==> config.mk <==
export PLATFORM = sky130hd
export DESIGN_NAME = axi4_lite_spi_master
export DESIGN_NICKNAME = d
export VERILOG_FILES = /design/src/rtl/axi4_lite_spi_master.sv
export SDC_FILE = /design/constraint.sdc
export NUM_CORES = 1
export LEC_CHECK = 0
export ABC_AREA = 1
export CAP_MARGIN = 5
export CORE_UTILIZATION = 40
export CTS_CLUSTER_DIAMETER = 100
export DETAILED_ROUTE_END_ITERATION = 10
export PLACE_DENSITY_LB_ADDON = 0.12
export SLEW_MARGIN = 5
export SYNTH_ARGS = -nofsm -noshare
export SYNTH_HDL_FRONTEND = slang
export SYNTH_SLANG_ARGS = --single-unit
==> constraint.sdc <==
create_clock -name S_AXI_ACLK -period 5.4 [get_ports S_AXI_ACLK]
set_clock_uncertainty 0.2 [all_clocks]
set_input_delay 1.62 -clock S_AXI_ACLK [delete_from_list [all_inputs] [get_ports S_AXI_ACLK]]
set_output_delay 1.62 -clock S_AXI_ACLK [all_outputs]
set_load 0.01 [all_outputs]
==> src/rtl/axi4_lite_spi_master.sv <==
// AXI4-Lite register front end driving a single-shot SPI controller for an ADC/DAC.
// Software writes TXDATA to launch a transfer, then polls STATUS for the done flag.
module axi4_lite_spi_master #(
  parameter int C_S_AXI_ADDR_WIDTH = 4,
  parameter int C_S_AXI_DATA_WIDTH = 32
) (
  input  logic                            S_AXI_ACLK,
  input  logic                            S_AXI_ARESETN,
  input  logic [C_S_AXI_ADDR_WIDTH-1:0]   S_AXI_AWADDR,
  input  logic                            S_AXI_AWVALID,
  output logic                            S_AXI_AWREADY,
  input  logic [C_S_AXI_DATA_WIDTH-1:0]   S_AXI_WDATA,
  input  logic [C_S_AXI_DATA_WIDTH/8-1:0] S_AXI_WSTRB,
  input  logic                            S_AXI_WVALID,
  output logic                            S_AXI_WREADY,
  output logic [1:0]                      S_AXI_BRESP,
  output logic                            S_AXI_BVALID,
  input  logic                            S_AXI_BREADY,
  input  logic [C_S_AXI_ADDR_WIDTH-1:0]   S_AXI_ARADDR,
  input  logic                            S_AXI_ARVALID,
  output logic                            S_AXI_ARREADY,
  output logic [C_S_AXI_DATA_WIDTH-1:0]   S_AXI_RDATA,
  output logic [1:0]                      S_AXI_RRESP,
  output logic                            S_AXI_RVALID,
  input  logic                            S_AXI_RREADY,
  output logic                            SCK,
  output logic                            SDI,
  output logic                            CONV_CS,
  input  logic                            SDO
);
  localparam int DW = C_S_AXI_DATA_WIDTH;
  localparam int NB = DW / 8;

  typedef enum logic [1:0] {ST_IDLE, ST_SHIFT, ST_TAIL} state_t;

  state_t        state_reg;
  logic [DW-1:0] txdata_reg, nbits_reg, sckdiv_reg;
  logic [DW-1:0] div_reg, cnt_reg, rdata_reg, rd_mux;
  logic [30:0]   rx_reg;
  logic [4:0]    bit_reg;
  logic          done_reg, sck_reg, sdi_reg, cs_reg;
  logic          awready_reg, bvalid_reg, arready_reg, rvalid_reg;

  logic [DW-1:0] wmask, tx_new, nbits_new, sckdiv_new, d_eff;
  logic [5:0]    n_eff, n_m1;
  logic [4:0]    bit_m1;
  logic          wr_en, rd_en, start, cnt_last;
  logic          unused_addr;

  genvar gi;
  generate
    for (gi = 0; gi < NB; gi++) begin : g_lane
      assign wmask[gi*8 +: 8] = {8{S_AXI_WSTRB[gi]}};
    end
  endgenerate

  // The master holds AWVALID/WVALID until the ready pulse, so the write lands on that cycle.
  assign wr_en      = awready_reg && S_AXI_AWVALID && S_AXI_WVALID;
  assign rd_en      = arready_reg && S_AXI_ARVALID;
  assign tx_new     = (txdata_reg & ~wmask) | (S_AXI_WDATA & wmask);
  assign nbits_new  = (nbits_reg  & ~wmask) | (S_AXI_WDATA & wmask);
  assign sckdiv_new = (sckdiv_reg & ~wmask) | (S_AXI_WDATA & wmask);
  assign start      = wr_en && (S_AXI_AWADDR[3:2] == 2'd0) && (state_reg == ST_IDLE);
  assign n_eff      = (nbits_reg == '0 || nbits_reg > DW'(32)) ? 6'd32 : nbits_reg[5:0];
  assign n_m1       = n_eff - 6'd1;
  assign d_eff      = (sckdiv_reg == '0) ? DW'(1) : sckdiv_reg;
  assign cnt_last   = (cnt_reg == div_reg - DW'(1));
  assign bit_m1     = bit_reg - 5'd1;
  assign unused_addr = ^{S_AXI_AWADDR[1:0], S_AXI_ARADDR[1:0]};

  always_comb begin
    rd_mux = '0;
    case (S_AXI_ARADDR[3:2])
      2'd0: rd_mux = txdata_reg;
      2'd1: rd_mux = DW'({done_reg, rx_reg});
      2'd2: rd_mux = nbits_reg;
      2'd3: rd_mux = sckdiv_reg;
      default: rd_mux = '0;
    endcase
  end

  always_ff @(posedge S_AXI_ACLK) begin
    if (!S_AXI_ARESETN) begin
      awready_reg <= 1'b0;
      bvalid_reg  <= 1'b0;
      arready_reg <= 1'b0;
      rvalid_reg  <= 1'b0;
      rdata_reg   <= '0;
    end else begin
      awready_reg <= S_AXI_AWVALID && S_AXI_WVALID && !bvalid_reg && !awready_reg;
      if (wr_en)
        bvalid_reg <= 1'b1;
      else if (S_AXI_BREADY)
        bvalid_reg <= 1'b0;
      arready_reg <= S_AXI_ARVALID && !rvalid_reg && !arready_reg;
      if (rd_en) begin
        rvalid_reg <= 1'b1;
        rdata_reg  <= rd_mux;
      end else if (S_AXI_RREADY) begin
        rvalid_reg <= 1'b0;
      end
    end
  end

  always_ff @(posedge S_AXI_ACLK) begin
    if (!S_AXI_ARESETN) begin
      state_reg  <= ST_IDLE;
      txdata_reg <= '0;
      nbits_reg  <= DW'(24);
      sckdiv_reg <= DW'(2);
      rx_reg     <= '0;
      done_reg   <= 1'b0;
      sck_reg    <= 1'b0;
      sdi_reg    <= 1'b0;
      cs_reg     <= 1'b1;
      cnt_reg    <= '0;
      div_reg    <= DW'(1);
      bit_reg    <= '0;
    end else begin
      if (wr_en && S_AXI_AWADDR[3:2] == 2'd2) nbits_reg  <= nbits_new;
      if (wr_en && S_AXI_AWADDR[3:2] == 2'd3) sckdiv_reg <= sckdiv_new;
      case (state_reg)
        ST_IDLE: begin
          // TXDATA is only accepted here; writes while busy are dropped entirely.
          if (start) begin
            txdata_reg <= tx_new;
            done_reg   <= 1'b0;
            rx_reg     <= '0;
            div_reg    <= d_eff;
            cnt_reg    <= '0;
            bit_reg    <= n_m1[4:0];
            sdi_reg    <= tx_new[n_m1[4:0]];
            cs_reg     <= 1'b0;
            sck_reg    <= 1'b0;
            state_reg  <= ST_SHIFT;
          end
        end
        ST_SHIFT: begin
          if (cnt_last) begin
            cnt_reg <= '0;
            if (!sck_reg) begin
              sck_reg <= 1'b1;
              rx_reg  <= {rx_reg[29:0], SDO};
            end else begin
              sck_reg <= 1'b0;
              if (bit_reg == 5'd0) begin
                state_reg <= ST_TAIL;
              end else begin
                bit_reg <= bit_m1;
                sdi_reg <= txdata_reg[bit_m1];
              end
            end
          end else begin
            cnt_reg <= cnt_reg + DW'(1);
          end
        end
        ST_TAIL: begin
          if (cnt_last) begin
            cnt_reg   <= '0;
            cs_reg    <= 1'b1;
            sdi_reg   <= 1'b0;
            done_reg  <= 1'b1;
            state_reg <= ST_IDLE;
          end else begin
            cnt_reg <= cnt_reg + DW'(1);
          end
        end
        default: state_reg <= ST_IDLE;
      endcase
    end
  end

  assign S_AXI_AWREADY = awready_reg;
  assign S_AXI_WREADY  = awready_reg;
  assign S_AXI_BRESP   = 2'b00;
  assign S_AXI_BVALID  = bvalid_reg;
  assign S_AXI_ARREADY = arready_reg;
  assign S_AXI_RDATA   = rdata_reg;
  assign S_AXI_RRESP   = 2'b00;
  assign S_AXI_RVALID  = rvalid_reg;
  assign SCK           = sck_reg;
  assign SDI           = sdi_reg;
  assign CONV_CS       = cs_reg;
endmodule

==> summary.md, run 1 <==
| Metric | Value |
|---|---|
| Worst slew pin tran | 1010 ps |
| Crit Path Max Fanout | 17 |
| Antenna-violating nets left | 0 |
| Worst path slowest cell | clkdlybuf4s50_1 |
| Iter 0 DRT Violations | 928 |
| Post-CTS Resized | 0 |
| GP Congestion | 0.926 |
| Worst hold slack | 246 ps |
| Antenna cells | 0 |
| Power per Cell Area | 325 nW/µm² |
| Leakage | 0.00601 µW |
| CTS tree | done |
| Clk pin slew, worst setup/hold paths | 60 ps |
| Cells after Synth | 1,905 |
| Synth Register Bits | 238 |
| IO Pins | 96 |
| P&R area growth vs syn | 15.7% |
| Starting density of the core | 0.407 |
| Initial antenna violation count | 3 |
| Status | complete, no violations |
| Routed WL | 39,900 µm |
| Max IR drop VDD | 251 µV |
| Final Hold Viols | 0 |
| Vias in the first global route | 11,600 |
| Avg WL per Cell | 16.9 µm |
| GR Overflow Total | 0 |
| # rows | 65 |
| Clock buffer depth | 3 |
| CP top delay family | buffers and inverters |
| # Post-CTS Setup Buffers | 0 |
| Worst Path Class, Setup | in2reg |
| CP required | 5620 ps |
| Initial DRT Pass Iterations | 6 |
| Port bufs | 87 |
| CTS sink count | 238 |
| Register area share after synthesis | 0.370 |
| Detailed-route via count | 12,600 |
| Hold Path Class | reg2reg |
| # hold bufs at CTS | 0 |
| Cell area after synthesis | 12,900 µm² |
| Area of the multi-input gates | 6880 µm² |
| CTS buffer count | 28 |
| GRT Total Usage | 0.239 |
| Fmax | 264 MHz |
| Worst slew margin | 0.327 |
| Total negative slack | 0 ps |
| CP arrival | 4000 ps |
| Clock Tree Root | clkbuf_16 |
| Core area | 31,600 µm² |
| Worst setup SP type | input pin |
| Slowest Stage Delay on Critical Path | 470 ps |
| Register area | 4760 µm² |
| Endpoints failing setup | 0 |
| Synth warn | 0 |
| Most frequent cells in the layout | nand2_1, a21oi_1, dfxtp_1 |
| Share of cells above drive strength 1 | 0.0531 |
| Crit share post-route | 0.701 |
| RSZ-0062 raised after global routing | no |
| Htree depth | 1 |
| First-pass GRT wire length | 63,100 µm |
| Die Wd | 181 µm |
| Element type at the critical path end | flop |
| Max Cap Viol | 0 |
| FILL cells | 3,223 |
| Final Net Count | 1,998 |
| Most common cell after layout, fill and taps aside | nand2_1 |
| Pins Over Slew Limit | 0 |
| Die Area | 32,900 µm² |
| DPL Wire Length | 29,200 µm |
| Largest net degree at the start of global routing | 87 |
| Crit path cell chain | clkdlybuf4s50_1 > nand3_1 > nor3_1 > nand2_1 > o21ai_0 > inv_1 > buf_4 > nand2_1 > a21oi_1 |
| Residual DRC | 0 |
| Syn Area/Cell | 6.76 µm² |
| Vias per cell | 5.33 |
| Core Util, Final | 0.471 |
| Chip Height | 181 µm |
| Most frequent cell on the critical path | nand2_1 |
| Fin crit period | 3780 ps |
| Clk_lat worst skew | 570 ps |
| Synth cell types | 46 |
| WP buf/inv | 3 |
## report_power, final
group / internal, µW / switching [µW] / total, µW / leakage [µW]
Clock: 1150 / 769 / 1920 / 0.000462
Sequential: 1800 / 31.0 / 1830 / 0.00192
Combinational: 320 / 763 / 1080 / 0.00362
Total: 3270 / 1560 / 4830 / 0.00601
## cell usage after synthesis (all sizes together)
cell	instances	area, µm²
o22ai	31	194
nand3	82	425
nor2	148	583
nor4	9	56.3
nand4	53	338
nand3b	37	278
and3	1	6.26
o311ai	5	43.8
nor3	13	85.1
o21bai	4	30.0
or2	3	18.8
clkbuf	89	334
buf	22	163
o21a	1	7.51
inv	198	746
dfxtp	238	4760
o211a	9	90.1
a21oi	288	1440
conb	1	3.75
a31o	1	8.76
o21ai	196	985
o211ai	1	7.51
ha	8	100
and2	1	7.51
a211oi	1	7.51
o221ai	2	17.5
nor3b	1	7.51
xor2	30	263
a221oi	6	52.6
mux2i	9	90.1
xnor2	29	254
clkinv	3	11.3
nand2	385	1460
## logic make-up (layout without fill, tap and decap cells)
family,count (synthesis),in the layout,share of synthesized area
and+or+nand+nor,733,733,0.253
AOI/OAI and AO/OA,545,545,0.224
buffers and inverters,312,361,0.0974
DFF,238,238,0.370
xor gates and xnor gates,59,59,0.0401
muxes,9,9,0.00700
adders and majority gates,8,8,0.00777
other,1,4,0.000291
## per-stage QoR
stage | area, µm² | std cells | setup WS (ps) | power [µW]
after floorplan | 12900 | 1908 | 2220 | 2630
after global placement | 14000 | 2310 | 1030 | 2940
after detailed placement | 14000 | 2310 | 1010 | 2940
after CTS | 14900 | 2359 | 1580 | 4880
after global routing | 14900 | 2359 | 1250 | 5060
final | 14900 | 2359 | 1620 | 4830
## path summary, 6_finish.rpt
kind | to | start | depth (start not counted) | slack, ps
min | S_AXI_ARREADY | S_AXI_ARREADY | 1 | 250
max reg2reg | SDI | flop | 19 | 1960
min reg2reg | S_AXI_ARREADY | S_AXI_ARREADY | 1 | 250
max | cnt_reg[23] | S_AXI_WVALID | 9 | 1620
## layout make-up
cell class | count | share of cell area
flip-flops and latches | 238 | 0.320
clock buffers | 40 | 0.0554
repair buffers | 111 | 0.0712
multi-input cells | 1358 | 0.462
well taps | 402 | 0.0338
clock inverters | 9 | 0.00731
inverters | 201 | 0.0508
## routing by layer
metal | global-route usage | up-vias | part of all wire
met2 | 0.393 | 301 | 0.46
li1 | - | 6425 | -
met5 | 0 | - | 0.00085
met3 | 0.0395 | 77 | 0.057
met4 | 0.0756 | 6 | 0.031
met1 | 0.319 | 5758 | 0.46
Power figures use the tool's default switching activity.
==> inputs of run 2 (changes only) <==
- clock period: 5.4 -> 3.8 ns (I/O delays scaled with it)
==> run 2 against run 1 <==
  * Setup slack worse by 1200 ps
  * Non-clock buffer count is 16 higher
  * Highest routed layer is now met4
  * Count of clock-buffer cells in the layout is the same
  * Clock power is 45% higher
  * Worst hold slack improved by 3.7 ps
  * Register-to-register slack worse by 1600 ps
  * Utilization rose by 0.62 points
  * Sequential share of layout area decreased by 0.41 points
  * Global-route usage down 0.12 points
==> summary.md, run 2 (synthesis gave the netlist of run 1 again) <==
| Metric | Value |
|---|---|
| P&R area growth vs syn | 17.2% |
| Final Net Count | 2,013 (+0.75%) |
| Worst Path Class, Setup | reg2reg |
| GR Overflow Total | 0 (unchanged) |
| CTS tree | done |
| Dpl cells | 2,326 (+0.69%) |
| Leakage | 0.00611 µW (+1.8%) |
| # rows | 65 (unchanged) |
| Placement-stage cell area | 14,100 µm² (+1.2%) |
| First-pass GRT wire length | 62,800 µm (-0.61%) |
| Comb pwr share | 0.224 (about the same) |
| Status | complete, no violations |
| Fmax | 294 MHz |
| # Post-CTS Setup Buffers | 0 (unchanged) |
| Share of cells above drive strength 1 | 0.0604 (+0.00723) |
| # hold bufs at CTS | 0 (unchanged) |
| Starting density of the core | 0.407 (unchanged) |
| Core area | 31,600 µm² (unchanged) |
| DPL Wire Length | 29,400 µm (+0.71%) |
| Switching Share | 0.318 (-0.00495) |
| Detailed-route via count | 12,500 (-0.23%) |
| Largest net degree at the start of global routing | 125 (+44%) |
| Total negative slack | 0 ps (unchanged) |
| Routed WL | 39,900 µm (about the same) |
| Initial antenna violation count | 1 (-2) |
| Worst setup SP type | flop |
| CP arrival | 3690 ps (-310 ps) |
| Pins Over Slew Limit | 0 (unchanged) |
| Power per Cell Area | 460 nW/µm² (+42%) |
| Die Area | 32,900 µm² (unchanged) |
| Clk pwr share | 0.400 (+0.003) |
| Most frequent cells in the layout | nand2_1, a21oi_1, dfxtp_1 |
| Max IR drop VDD | 370 µV (+47%) |
| Iter 0 DRT Violations | 863 (-7.0%) |
| NetSw | 2210 µW (+41%) |
| GRT Total Usage | 0.238 (-0.00119) |
| Die Wd | 181 µm (unchanged) |
| Crit Path Max Fanout | 18 (+1) |
| Seq pwr share | 0.375 (-0.004) |
| Worst slew margin | 0.388 (+0.0610) |
| Crit share post-route | 0.894 |
| Chip Height | 181 µm (unchanged) |
| Worst slew pin tran | 909 ps (-98.6 ps) |
| Element type at the critical path end | flop |
| GP Congestion | 0.931 (+0.58%) |
| Final Hold Viols | 0 (unchanged) |
| Max Cap Viol | 0 (unchanged) |
| Fin area | 15,100 µm² (+1.3%) |
| IO Pins | 96 (unchanged) |
| Vias per cell | 5.28 (-0.86%) |
| CTS buffer count | 27 (-3.6%) |
| RSZ-0062 raised after global routing | no |
| Clock buffer depth | 3 (unchanged) |
| CP required | 4090 ps (-1530 ps) |
| Clock Tree Root | clkbuf_16 |
| Endpoints failing setup | 0 (unchanged) |
| Htree depth | 1 (unchanged) |
| Initial DRT Pass Iterations | 5 (-1) |
| Most common cell after layout, fill and taps aside | nand2_1 |
| Final Non-Filler Cells | 2,374 (+0.64%) |
| Port bufs | 87 (unchanged) |
| Hold Path Class | reg2reg |
| Post-CTS Resized | 0 (unchanged) |
| Total power | 6940 µW (+44%) |
| CTS sink count | 238 (unchanged) |
| Vias in the first global route | 11,600 (-0.15%) |
| Fin crit period | 3400 ps |
| Clk pin slew, worst setup/hold paths | 60 ps (about the same) |
| Residual DRC | 0 (unchanged) |
| Antenna-violating nets left | 0 (unchanged) |
| Avg WL per Cell | 16.8 µm (-0.54%) |
| Clk_lat worst skew | 560 ps (about the same) |
| Worst hold slack | 250 ps (+3.67 ps) |
| Internal power | 4730 µW (+45%) |
-- run 2: cell types whose count changed in the layout (fill, tap and decap cells not counted) --
cell | previous run | this run
clkinv_2 | 5 | 2
diode_2 | 0 | 1
bufinv_16 | 2 | 3
clkinv_8 | 1 | 0
clkbuf_16 | 28 | 27
clkbuf_8 | 8 | 10
clkbuf_1 | 4 | 3
nand2_4 | 0 | 1
inv_16 | 0 | 1
nand2_2 | 5 | 4
buf_4 | 24 | 36
buf_12 | 1 | 5
-- run 2: metrics by stage --
stage,setup slack [ps],util
finish,403,0.477
global route,70.6,0.477
CTS,199,0.477
detailed placement,132,0.447
global placement,191,0.447
floorplan,868,-
-- run 2: area by class of cell --
type | count | area [µm²]
sequential | 238 | 4760
timing repair buffer | 127 | 1230
tap | 402 | 503
antenna | 1 | 2.50
clock buffer | 40 | 825
fill | 3221 | 16500
clock inverter | 7 | 128
inverter | 201 | 757
multi-input combinational | 1358 | 6880
-- run 2: final timing paths --
check / cells past startpoint / slack, ps / to / from
worst max-delay path: 17 / 400 / rx_reg[27] / div_reg[0]
worst min-delay path: 1 / 250 / S_AXI_AWREADY / S_AXI_BVALID
worst max register to register: 17 / 400 / rx_reg[27] / div_reg[0]
worst min register to register: 1 / 250 / S_AXI_AWREADY / S_AXI_BVALID
-- run 2: metal layers --
layer | routed length (µm) | track usage | part of all wire
met3 | 2070 | 0.0301 | 0.052
met1 | 18500 | 0.325 | 0.46
met2 | 18200 | 0.390 | 0.46
met5 | 0 | 0 | 0
met4 | 1160 | 0.0719 | 0.029
-- run 2: critical path, cell delays in order (launching register included) --
cell	delay, ps
dfxtp_1	350
inv_1	150
ha_1	280
nand2_2	110
nor2_4	300
nand3_1	220
o21ai_0	190
nand2_1	100
nor2_1	90
nand2_1	60
nor2_1	160
nand3_2	200
nand2_2	150
nand2_2	80
inv_4	180
buf_4	270
nand3b_1	100
a21oi_1	160
-- run 2: power by group through the flow --
stage          clock, µW  combinational [µW]  sequential, µW
2_1_floorplan          0                1070            2660
5_1_grt             2950                1730            2610
6_report            2780                1560            2610
3_3_place_gp           0                1530            2660
4_1_cts             2840                1550            2600
3_5_place_dp           0                1540            2660
